`src/rtl/rflp256x12_ctrl.sv`:
```
// rflp256x12_ctrl: request/response front end for one 256x12 single-port
// synchronous register-file macro. Every macro pin is driven straight from a
// flop so the macro input setup/hold windows see clean, glitch-free edges.
// After reset the whole array is optionally filled with INIT_VAL before any
// client request is accepted. Only one transaction is in flight at a time.
module rflp256x12_ctrl #(
  parameter int unsigned INIT_EN  = 1,
  parameter logic [11:0] INIT_VAL = 12'h000
) (
  input  logic        CLK,
  input  logic        RST,
  input  logic        req_valid,
  output logic        req_ready,
  input  logic        req_wr,
  input  logic [7:0]  req_addr,
  input  logic [11:0] req_wdata,
  output logic        rsp_valid,
  input  logic        rsp_ready,
  output logic [11:0] rsp_rdata,
  output logic        init_done,
  output logic        NCE,
  output logic        NWRT,
  output logic [5:0]  RA,
  output logic [1:0]  CA,
  output logic [11:0] DIN,
  input  logic [11:0] DO
);

  localparam int DATA_W = 12;
  localparam int ADDR_W = 8;

  typedef enum logic [2:0] {
    S_INIT    = 3'd0,
    S_IDLE    = 3'd1,
    S_WR      = 3'd2,
    S_RD_CMD  = 3'd3,
    S_RD_WAIT = 3'd4,
    S_RESP    = 3'd5
  } state_t;

  localparam state_t RST_STATE = (INIT_EN != 0) ? S_INIT : S_IDLE;

  state_t              state_q, state_d;
  logic [ADDR_W-1:0]   cnt_q, cnt_d;         // next fill address
  logic                wrap_q, wrap_d;       // fill counter has wrapped 255 -> 0
  logic                nce_q, nce_d;
  logic                nwrt_q, nwrt_d;
  logic [ADDR_W-1:0]   addr_q, addr_d;       // {RA, CA}
  logic [DATA_W-1:0]   din_q, din_d;
  logic                rsp_valid_q, rsp_valid_d;
  logic [DATA_W-1:0]   rsp_rdata_q, rsp_rdata_d;
  logic                init_done_q, init_done_d;

  // Next-state and next-pin decode; pin values are computed for the state
  // being entered so that they appear on the macro for that whole cycle.
  always_comb begin
    state_d     = state_q;
    cnt_d       = cnt_q;
    wrap_d      = wrap_q;
    nce_d       = nce_q;
    nwrt_d      = nwrt_q;
    addr_d      = addr_q;
    din_d       = din_q;
    rsp_valid_d = rsp_valid_q;
    rsp_rdata_d = rsp_rdata_q;
    init_done_d = init_done_q;
    case (state_q)
      S_INIT: begin
        if (!wrap_q) begin
          // One fill write per cycle; the last address is driven on the
          // edge where the counter wraps back to zero.
          nce_d  = 1'b0;
          nwrt_d = 1'b0;
          addr_d = cnt_q;
          din_d  = INIT_VAL;
          cnt_d  = cnt_q + 8'd1;
          if (cnt_q == 8'hFF) wrap_d = 1'b1;
        end else begin
          nce_d       = 1'b1;
          nwrt_d      = 1'b1;
          init_done_d = 1'b1;
          state_d     = S_IDLE;
        end
      end
      S_IDLE: begin
        // Also covers INIT_EN=0, where init_done rises one cycle after reset.
        init_done_d = 1'b1;
        nce_d       = 1'b1;
        nwrt_d      = 1'b1;
        if (req_valid) begin
          nce_d  = 1'b0;
          addr_d = req_addr;
          if (req_wr) begin
            nwrt_d  = 1'b0;
            din_d   = req_wdata;
            state_d = S_WR;
          end else begin
            state_d = S_RD_CMD;
          end
        end
      end
      S_WR: begin
        nce_d   = 1'b1;
        nwrt_d  = 1'b1;
        state_d = S_IDLE;
      end
      S_RD_CMD: begin
        // Macro latches the read at this edge; DO settles during RD_WAIT.
        nce_d   = 1'b1;
        state_d = S_RD_WAIT;
      end
      S_RD_WAIT: begin
        rsp_rdata_d = DO;
        rsp_valid_d = 1'b1;
        state_d     = S_RESP;
      end
      S_RESP: begin
        if (rsp_ready) begin
          rsp_valid_d = 1'b0;
          state_d     = S_IDLE;
        end
      end
      default: begin
        state_d = RST_STATE;
      end
    endcase
  end

  // State, fill counter, macro pins and response registers.
  always_ff @(posedge CLK) begin
    if (RST) begin
      state_q     <= RST_STATE;
      cnt_q       <= '0;
      wrap_q      <= 1'b0;
      nce_q       <= 1'b1;
      nwrt_q      <= 1'b1;
      addr_q      <= '0;
      din_q       <= '0;
      rsp_valid_q <= 1'b0;
      rsp_rdata_q <= '0;
      init_done_q <= 1'b0;
    end else begin
      state_q     <= state_d;
      cnt_q       <= cnt_d;
      wrap_q      <= wrap_d;
      nce_q       <= nce_d;
      nwrt_q      <= nwrt_d;
      addr_q      <= addr_d;
      din_q       <= din_d;
      rsp_valid_q <= rsp_valid_d;
      rsp_rdata_q <= rsp_rdata_d;
      init_done_q <= init_done_d;
    end
  end

  assign req_ready = (state_q == S_IDLE);
  assign rsp_valid = rsp_valid_q;
  assign rsp_rdata = rsp_rdata_q;
  assign init_done = init_done_q;
  assign NCE       = nce_q;
  assign NWRT      = nwrt_q;
  assign RA        = addr_q[7:2];
  assign CA        = addr_q[1:0];
  assign DIN       = din_q;

endmodule

```
`config.mk`:
```
export PLATFORM = sky130hd
export DESIGN_NAME = rflp256x12_ctrl
export DESIGN_NICKNAME = d
export VERILOG_FILES = /design/src/rtl/rflp256x12_ctrl.sv
export SDC_FILE = /design/constraint.sdc
export NUM_CORES = 1
export LEC_CHECK = 0
export BUFFER_PORTS_ARGS = -buffer_cell sky130_fd_sc_hd__buf_4
export CAP_MARGIN = 0
export CORE_MARGIN = 1
export CORE_UTILIZATION = 43
export CTS_BUF_LIST = sky130_fd_sc_hd__clkbuf_4 sky130_fd_sc_hd__clkbuf_8 sky130_fd_sc_hd__clkbuf_16
export CTS_CLUSTER_SIZE = 30
export DETAILED_ROUTE_END_ITERATION = 7
export GPL_TIMING_DRIVEN = 0
export PLACE_DENSITY = 0.71
export SYNTH_ARGS = -nofsm -noshare
export SYNTH_HDL_FRONTEND = slang
export SYNTH_SLANG_ARGS = --single-unit
```
`constraint.sdc`:
```
create_clock -name CLK -period 5.3 [get_ports CLK]
set_clock_uncertainty 0.1 [all_clocks]
set_input_delay 1.06 -clock CLK [delete_from_list [all_inputs] [get_ports CLK]]
set_output_delay 1.06 -clock CLK [all_outputs]
set_load 0.05 [all_outputs]
```
# --- Word level (Yosys, flattened, before mapping) ---
# Cells that the tools add are included.
word_totals:
  ff_bits: 48
  latch_bits: 0
  ram_bits: 0
  romBits: 0
  input_bits: 37
  mem_count: 0
op_classes:
  addsub: 1
  n_mul: 0
  div_mod_pow: 0
  magnitude_cmp: 0
  eq_ne: 11
  shift: 0
  n_mux: 24
  bitwise: 1
  reduce_logical: 12
ops:
  columns: ["op", "n"]
  rows:
  - ["2-to-1 mux 12 bit", 3]
  - ["case mux 12 bit (2 select lines)", 1]
  - ["case mux 3 bit (6 select lines)", 1]
  - ["2-to-1 mux 8 bit", 2]
  - ["case mux 8 bit (2 select lines)", 1]
  - ["2-to-1 mux 1 bit", 9]
  - ["2-to-1 mux 3 bit", 3]
  - ["adder 8 x 1 -> 8 bit (second input constant)", 1]
  - ["equality test 8 bit (second input constant)", 1]
  - ["!= test 2 bit (second input constant)", 4]
  - ["equality test 3 x 2 -> 1 bit (second input constant)", 2]
  - ["equality test 3 bit (second input constant)", 2]
  - ["case mux 1 bit (3 select lines)", 2]
  - ["AND reduction 2 bit", 3]
  - ["AND reduction 3 bit", 2]
  - ["nonzero test 3 bit", 2]
  - ["case mux 1 bit (2 select lines)", 2]
  - ["AND reduction 4 bit", 1]
  - ["nonzero test 2 bit", 2]
  - ["equality test 3 x 1 -> 1 bit (second input constant)", 1]
  - ["zero test 3 bit", 1]
  - ["!= test 2 x 1 -> 1 bit (second input constant)", 1]
  - ["OR reduction 2 bit", 1]
  - ["inverter 1 bit", 1]

# --- Longest topological paths before layout ---
# Gate-level depths: netlist of run 1.
depth:
  ltp_word: 3
  ltp_mapped: 6
  ltp_nobuf: 4

# --- Worst setup path before layout of run 1 ---
# No wires, ideal clock.
synth_path:
  kind: "register to output"
  start: "reg state_q[0]"
  end: "out req_ready"
  arrival_ps: 1262
  required_ps: 4140
  slack_ps: 2878
  path_stages_with_launch: 4
  path_buffers: 2
  path_cell_list: "dfxtp_1 buf_2 buf_1 and2_1"
synth_between:
  elab_chain_len: 1
synth_lines:
  columns: ["item", "line", "source"]
  rows:
  - ["from (decl)", "43", "state_t state_q, state_d;"]
  - ["from (signal assigned)", "143", "state_q <= state_d;"]
  - ["equality test 3 x 1 -> 1 bit", "156", "assign req_ready = (state_q == S_IDLE);"]
  - ["to (decl)", "13", "output logic req_ready,"]
# No other way between the ends.

# --- Worst setup path after layout of run 1 ---
# Same ends and word-level chain as after synthesis.

==> results.md, run 1 <==
- Status: completed
- Hold Crit Class: flip-flop to flip-flop
- Core area: 4354 µm²
- Yosys warns: 0
- Critical path launch point type: flip-flop
- Final period util: 52.81%
- Inserted Diodes: 0
- Area growth syn-to-layout: 36.03%
- Share of layout cells above drive strength 1: 32.76%
- Post-layout utilization of the core: 60.86%
- Mapped Area: 1948 µm²
- CTS buffer count: 5
- Synth top area share: 49.33%
- Top Ports: 74
- Row cnt: 24
- Max Root-Sink Buffers: 2
- Vias: 1834
- Worst-path fanout max: 10
- GRT Total Usage: 20.01%
- CP required: 4.14 ns
- Synth cell count leaders: dfxtp_1, nand2_1, a21oi_1
- Area after DPL: 2554 µm²
- Vias in the first global route: 1746
- PortBufs: 72
- Worst-Skew Late Latency: 0.29 ns
- RSZ-0062 raised after global routing: false
- Post-place setup slack: 2.827 ns
- Setup violators final: 0
- EDFF count, synth: 0
- Relative max-transition margin: 66.71%
- Synthesis-stage register bit count: 48
- Most used flip-flop cell after synthesis: dfxtp_1
- Clock Pin Slew Worst Setup and Hold Paths: 0.08 ns
- Dpl hpwl: 3383 µm
- Setup crit end kind: output pin
- Die H: 69.31 µm
- Synth area leader: dfxtp_1
- Final instance area: 2650 µm²
- Max VDD drop: 0.1584 mV
- Final ANT Viol Nets: 0
- Initial Util: 44.74%
- Cell variety after synth: 32
- First-pass GRT wire length: 7907 µm
- Cells after Synth: 214
- Final TNS setup: 0 ns
- Fin. Hold Viols: 0
- Via density per instance: 5.316
- Max-cap violations: 0
- Pins Over Slew Limit: 0
- Clock sinks: 48
- Syn Area/Cell: 9.103 µm²
- Seq/Total Area, Yosys: 49.33%
- Max Clock Freq: 0.3572 GHz
- WS Path Type: flip-flop to output pin
- Worst setup margin: 2.501 ns
- Pleak: 1.070 nW
- CTS Hold Buffers Added: 0
- Final GP Congestion: 0.8087
- Multi-input gate area: 869.6 µm²
- Most frequent cell after synthesis: dfxtp_1
- Post-CTS sizing: 0
- Worst Path Arrival: 1.64 ns
- Hold_ws: 0.3581 ns
- Root Driver: clkbuf_8
- Register area: 960.9 µm²
- Fin crit period: 2.799 ns
- Drt drc: 0
- Die area: 4804 µm²
- Final Routed Wirelength: 4620 µm
- DRT Pass-1 Iters: 6
- Async S/R FF share, synth: 0%
- Grt ovf: 0
- Post-Syn Nets: 252
- Fill cells: 394
- Die W: 69.31 µm
- CTS tree: yes
- Largest cells by area after synthesis: dfxtp_1, a21oi_1, a32o_1, a211oi_1, nand2_1
- CTS H-tree depth: 2
- Slew @ Worst Pin: 0.4994 ns
- Drt initial violations: 141
- WL per Instance: 13.39 µm
- Setup Buffers After CTS: 0
- Final nets: 331
- Antenna violations before repair: 0
- Largest net degree at the start of global routing: 14
- PD cells: 244.2 nW/µm²
- R2r setup slk: 3.30 ns
## per-stage QoR
stage / std cells / power, mW
2_1_floorplan: 214 / 0.3958
3_3_place_gp: 338 / 0.4231
3_5_place_dp: 338 / 0.4237
4_1_cts: 345 / 0.6537
5_1_grt: 345 / 0.6738
6_report: 345 / 0.6472
## layer usage
layer | share of wire (%) | track usage, % | vias up
met5 | 0 | 0 | -
met4 | 0.54 | 4.082 | 0
met3 | 6.4 | 6.686 | 2
met2 | 48 | 32.47 | 42
met1 | 45 | 25.95 | 865
li1 | - | - | 925
## logic make-up after synthesis
logic type | share of synthesized area, %
AO/OA/AOI/OAI | 23.12
AND/OR/NAND/NOR | 15.80
flip-flops | 49.33
buffers and inverters | 6.037
multiplexers | 4.624
XOR/XNOR | 0.4497
adder cells (fa/ha/maj) | 0.6422
## placed cells by master (no fill, tap or decap), types with 2 or more instances in the layout
cell type	count
o21ai_0	5
nand3_1	3
a211oi_1	16
mux2_2	8
o31ai_1	4
nor2_1	5
or3_2	2
a21oi_1	25
a21o_1	3
nand3b_1	3
a32o_1	12
buf_4	72
nand2_1	31
or4_1	4
clkbuf_1	14
inv_1	12
nor3_1	3
dfxtp_1	48
or2_2	2
clkbuf_8	7
## registers in the layout (all words and copies together) (netlist names)
name       count
NWRT           1
wrap_q         1
cnt_q          8
state_q        3
rsp_rdata     12
rsp_valid      1
init_done      1
NCE            1
addr_q         8
DIN           12
## final timing paths
path	startpoint	to	cells past startpoint
worst max register to register	state_q[0]$_SDFFE_PP0P_	rsp_rdata[9]$_SDFFE_PP0P_	6
worst min register to register	rsp_rdata[10]$_SDFFE_PP0P_	rsp_rdata[10]$_SDFFE_PP0P_	2
worst max-delay path	state_q[0]$_SDFFE_PP0P_	req_ready	4
worst min-delay path	rsp_rdata[10]$_SDFFE_PP0P_	rsp_rdata[10]$_SDFFE_PP0P_	2
## critical path, cell delays in order, from the launching register on
cell	delay, ns
dfxtp_1	0.34
buf_2	0.23
buf_1	0.37
and2_1	0.20
buf_4	0.20
## power by group
group | internal, mW | leakage [nW] | total (mW) | switching (mW)
sequential | 0.364 | 0.388 | 0.368 | 0.00335
combinational | 0.0249 | 0.631 | 0.0475 | 0.0226
clock | 0.116 | 0.0503 | 0.232 | 0.116
## area by class of cell
| cell class | instances | area share, % |
|---|---|---|
| timing repair buffer | 72 | 20.40 |
| clock buffer | 7 | 3.636 |
| multi-input combinational | 137 | 32.81 |
| inverter | 12 | 1.700 |
| buffer | 17 | 2.738 |
| tap | 52 | 2.455 |
| sequential | 48 | 36.26 |
(Power assumes the default switching activity.)
==> inputs of run 2 (changes only) <==
--- a/config.mk
+++ b/config.mk
@@ -13,7 +13,7 @@
 export CTS_CLUSTER_SIZE = 30
 export DETAILED_ROUTE_END_ITERATION = 7
 export GPL_TIMING_DRIVEN = 0
-export PLACE_DENSITY = 0.71
+export PLACE_DENSITY = 0.74
 export SYNTH_ARGS = -nofsm -noshare
 export SYNTH_HDL_FRONTEND = slang
 export SYNTH_SLANG_ARGS = --single-unit
==> constraint.sdc (replaced) <==
create_clock -name CLK -period 2.25 [get_ports CLK]
set_clock_uncertainty 0.1 [all_clocks]
set_input_delay 0.45 -clock CLK [delete_from_list [all_inputs] [get_ports CLK]]
set_output_delay 0.45 -clock CLK [all_outputs]
set_load 0.05 [all_outputs]
==> run 2 against run 1 <==
  * Clock power rose to 2.9 times the previous value
  * Setup slack worse by 2.3 ns
  * Via count down 1.5%
  * Combinational power up 130%
  * Sequential power up 140%
  * Flip-flop and latch count unchanged
  * Worst hold slack worse by 0.10 ns
  * Non-clock buffer count down 1
  * First-iteration DRC count down 47%
  * Sequential share of layout area down 0.36 points
  * Design area up 0.99%
  * Critical path type unchanged
==> results.md, run 2 (same netlist as run 1, synthesis figures left out) <==
- Status: completed
- Vias: 1807
- Drt drc: 0
- Area growth syn-to-layout: 37.38%
- Fin. Hold Viols: 0
- Vias in the first global route: 1711
- Drt initial violations: 75
- R2r setup slk: 0.26 ns
- Relative max-transition margin: 67.05%
- Comb pwr share: 6.7%
- Max-cap violations: 0
- Crit path cell chain: clkbuf_1, nor2_1, and2_1, buf_4
- Root Driver: clkbuf_8
- CTS H-tree depth: 2
- Final GP Congestion: 0.7817
- CP max stage delay: 0.39 ns
- Largest net degree at the start of global routing: 15
- DRT Pass-1 Iters: 4
- CP required: 1.70 ns
- Setup violators final: 0
- Sequential share of power: 52.6%
- PD cells: 615.6 nW/µm²
- Final ANT Viol Nets: 0
- Share of layout cells above drive strength 1: 33.11%
- Antenna violations before repair: 0
- Hold Crit Class: input port to flip-flop
- Slew @ Worst Pin: 0.4942 ns
- Clock sinks: 48
- Max Clock Freq: 0.4872 GHz
- Hold wc startpoint: req_wdata[10]
- Core area: 4354 µm²
- First-pass GRT wire length: 7479 µm
- Die W: 69.31 µm
- Inserted Diodes: 0
- Fin crit period: 2.053 ns
- Final TNS setup: 0 ns
- Slowest CP cell: dfxtp_1
- Final Routed Wirelength: 4387 µm
- Final period util: 91.23%
- PortBufs: 72
- Most frequent cells in the layout: buf_4, dfxtp_1, nand2_1
- Max Root-Sink Buffers: 2
- Crit path launch: state_q[2]$_SDFFE_PP0P_
- Final instance area: 2676 µm²
- Worst-Skew Late Latency: 0.29 ns
- Initial Util: 44.74%
- Die H: 69.31 µm
- Worst Path Arrival: 1.50 ns
- Cell family with most CP delay: buffers and inverters
- Area after DPL: 2554 µm²
- Sw Pwr: 0.3388 mW
- CTS buffer count: 5
- Pleak: 1.083 nW
- WP buf/inv: 2
- Via density per instance: 5.238
- CTS tree: yes
- Critical path launch point type: flip-flop
- WS Path Type: flip-flop to output pin
- WL per Instance: 12.72 µm
- Row cnt: 24
- Final nets: 330
- Grt ovf: 0
- Pins Over Slew Limit: 0
- Worst-path fanout max: 10
- Post-CTS sizing: 0
- Switching share of power: 20.56%
- Dpl hpwl: 3396 µm
- Max VDD drop: 0.3743 mV
- Internal Pwr Total: 1.309 mW
- RSZ-0062 raised after global routing: false
- Clock power frac: 40.7%
- Fill cells: 394
- Setup crit end kind: output pin
- Clock Pin Slew Worst Setup and Hold Paths: 0.09 ns
- Commonest non-fill, non-tap cell in the layout: buf_4
- Top Ports: 74
- GRT Total Usage: 19.12%
- Worst r2r src: state_q[2]$_SDFFE_PP0P_
- Die area: 4804 µm²
run 2: final cells by class:
cell class | instances | area [µm²] | area share, %
clock buffer | 7 | 96.34 | 3.600
inverter | 12 | 45.04 | 1.683
timing repair buffer | 72 | 540.5 | 20.20
buffer | 16 | 68.82 | 2.571
clock inverter | 1 | 30.03 | 1.122
tap | 52 | 65.06 | 2.431
sequential | 48 | 960.9 | 35.90
multi-input combinational | 137 | 869.6 | 32.49
run 2: what timing repair did:
item,in CTS,in global routing
hold buffers,0,0
endpoints found under the setup margin,0,1
setup buffers,0,0
run 2: path summary, 6_finish.rpt:
path	to	depth (start not counted)
worst min-delay path	DIN[10]$_SDFFE_PP0P_	2
worst max-delay path	req_ready	4
worst max register to register	rsp_rdata[3]$_SDFFE_PP0P_	5
worst min register to register	rsp_rdata[4]$_SDFFE_PP0P_	2
run 2: metrics by stage:
| stage | std cells | utilization, % | power, mW | hold slack (ns) | setup WS, ns |
|---|---|---|---|---|---|
| 2_1_floorplan | 214 | - | 0.9323 | 0.3574 | 0.4376 |
| 3_3_place_gp | 338 | 58.65 | 0.9962 | 0.3432 | 0.2294 |
| 6_report | 345 | 61.47 | 1.648 | 0.2545 | 0.1973 |
| 5_1_grt | 345 | 61.47 | 1.714 | 0.2462 | 0.03628 |
| 3_5_place_dp | 338 | 58.65 | 0.9981 | 0.3490 | 0.2498 |
| 4_1_cts | 346 | 61.55 | 1.665 | 0.2509 | 0.07397 |
run 2: routing by layer:
layer | up-vias | wire [µm] | global-route usage (%)
met4 | 0 | 42 | 4.989
met5 | - | 0 | 0
met3 | 6 | 310 | 7.703
met1 | 824 | 1941 | 23.09
li1 | 926 | - | -
met2 | 51 | 2092 | 31.50
run 2: worst reg2reg max path, stage by stage, from the launching register on:
cell and delay, ns:
dfxtp_1 0.39, clkbuf_1 0.34, nor3b_1 0.48, clkbuf_1 0.39
nand2_1 0.10, a21oi_1 0.13
run 2: power groups by stage:
stage	clock network (mW)	logic [mW]	registers (mW)
2_1_floorplan	0	0.0308	0.901
3_3_place_gp	0	0.110	0.886
3_5_place_dp	0	0.112	0.886
4_1_cts	0.687	0.112	0.866
5_1_grt	0.725	0.121	0.868
6_report	0.670	0.111	0.866
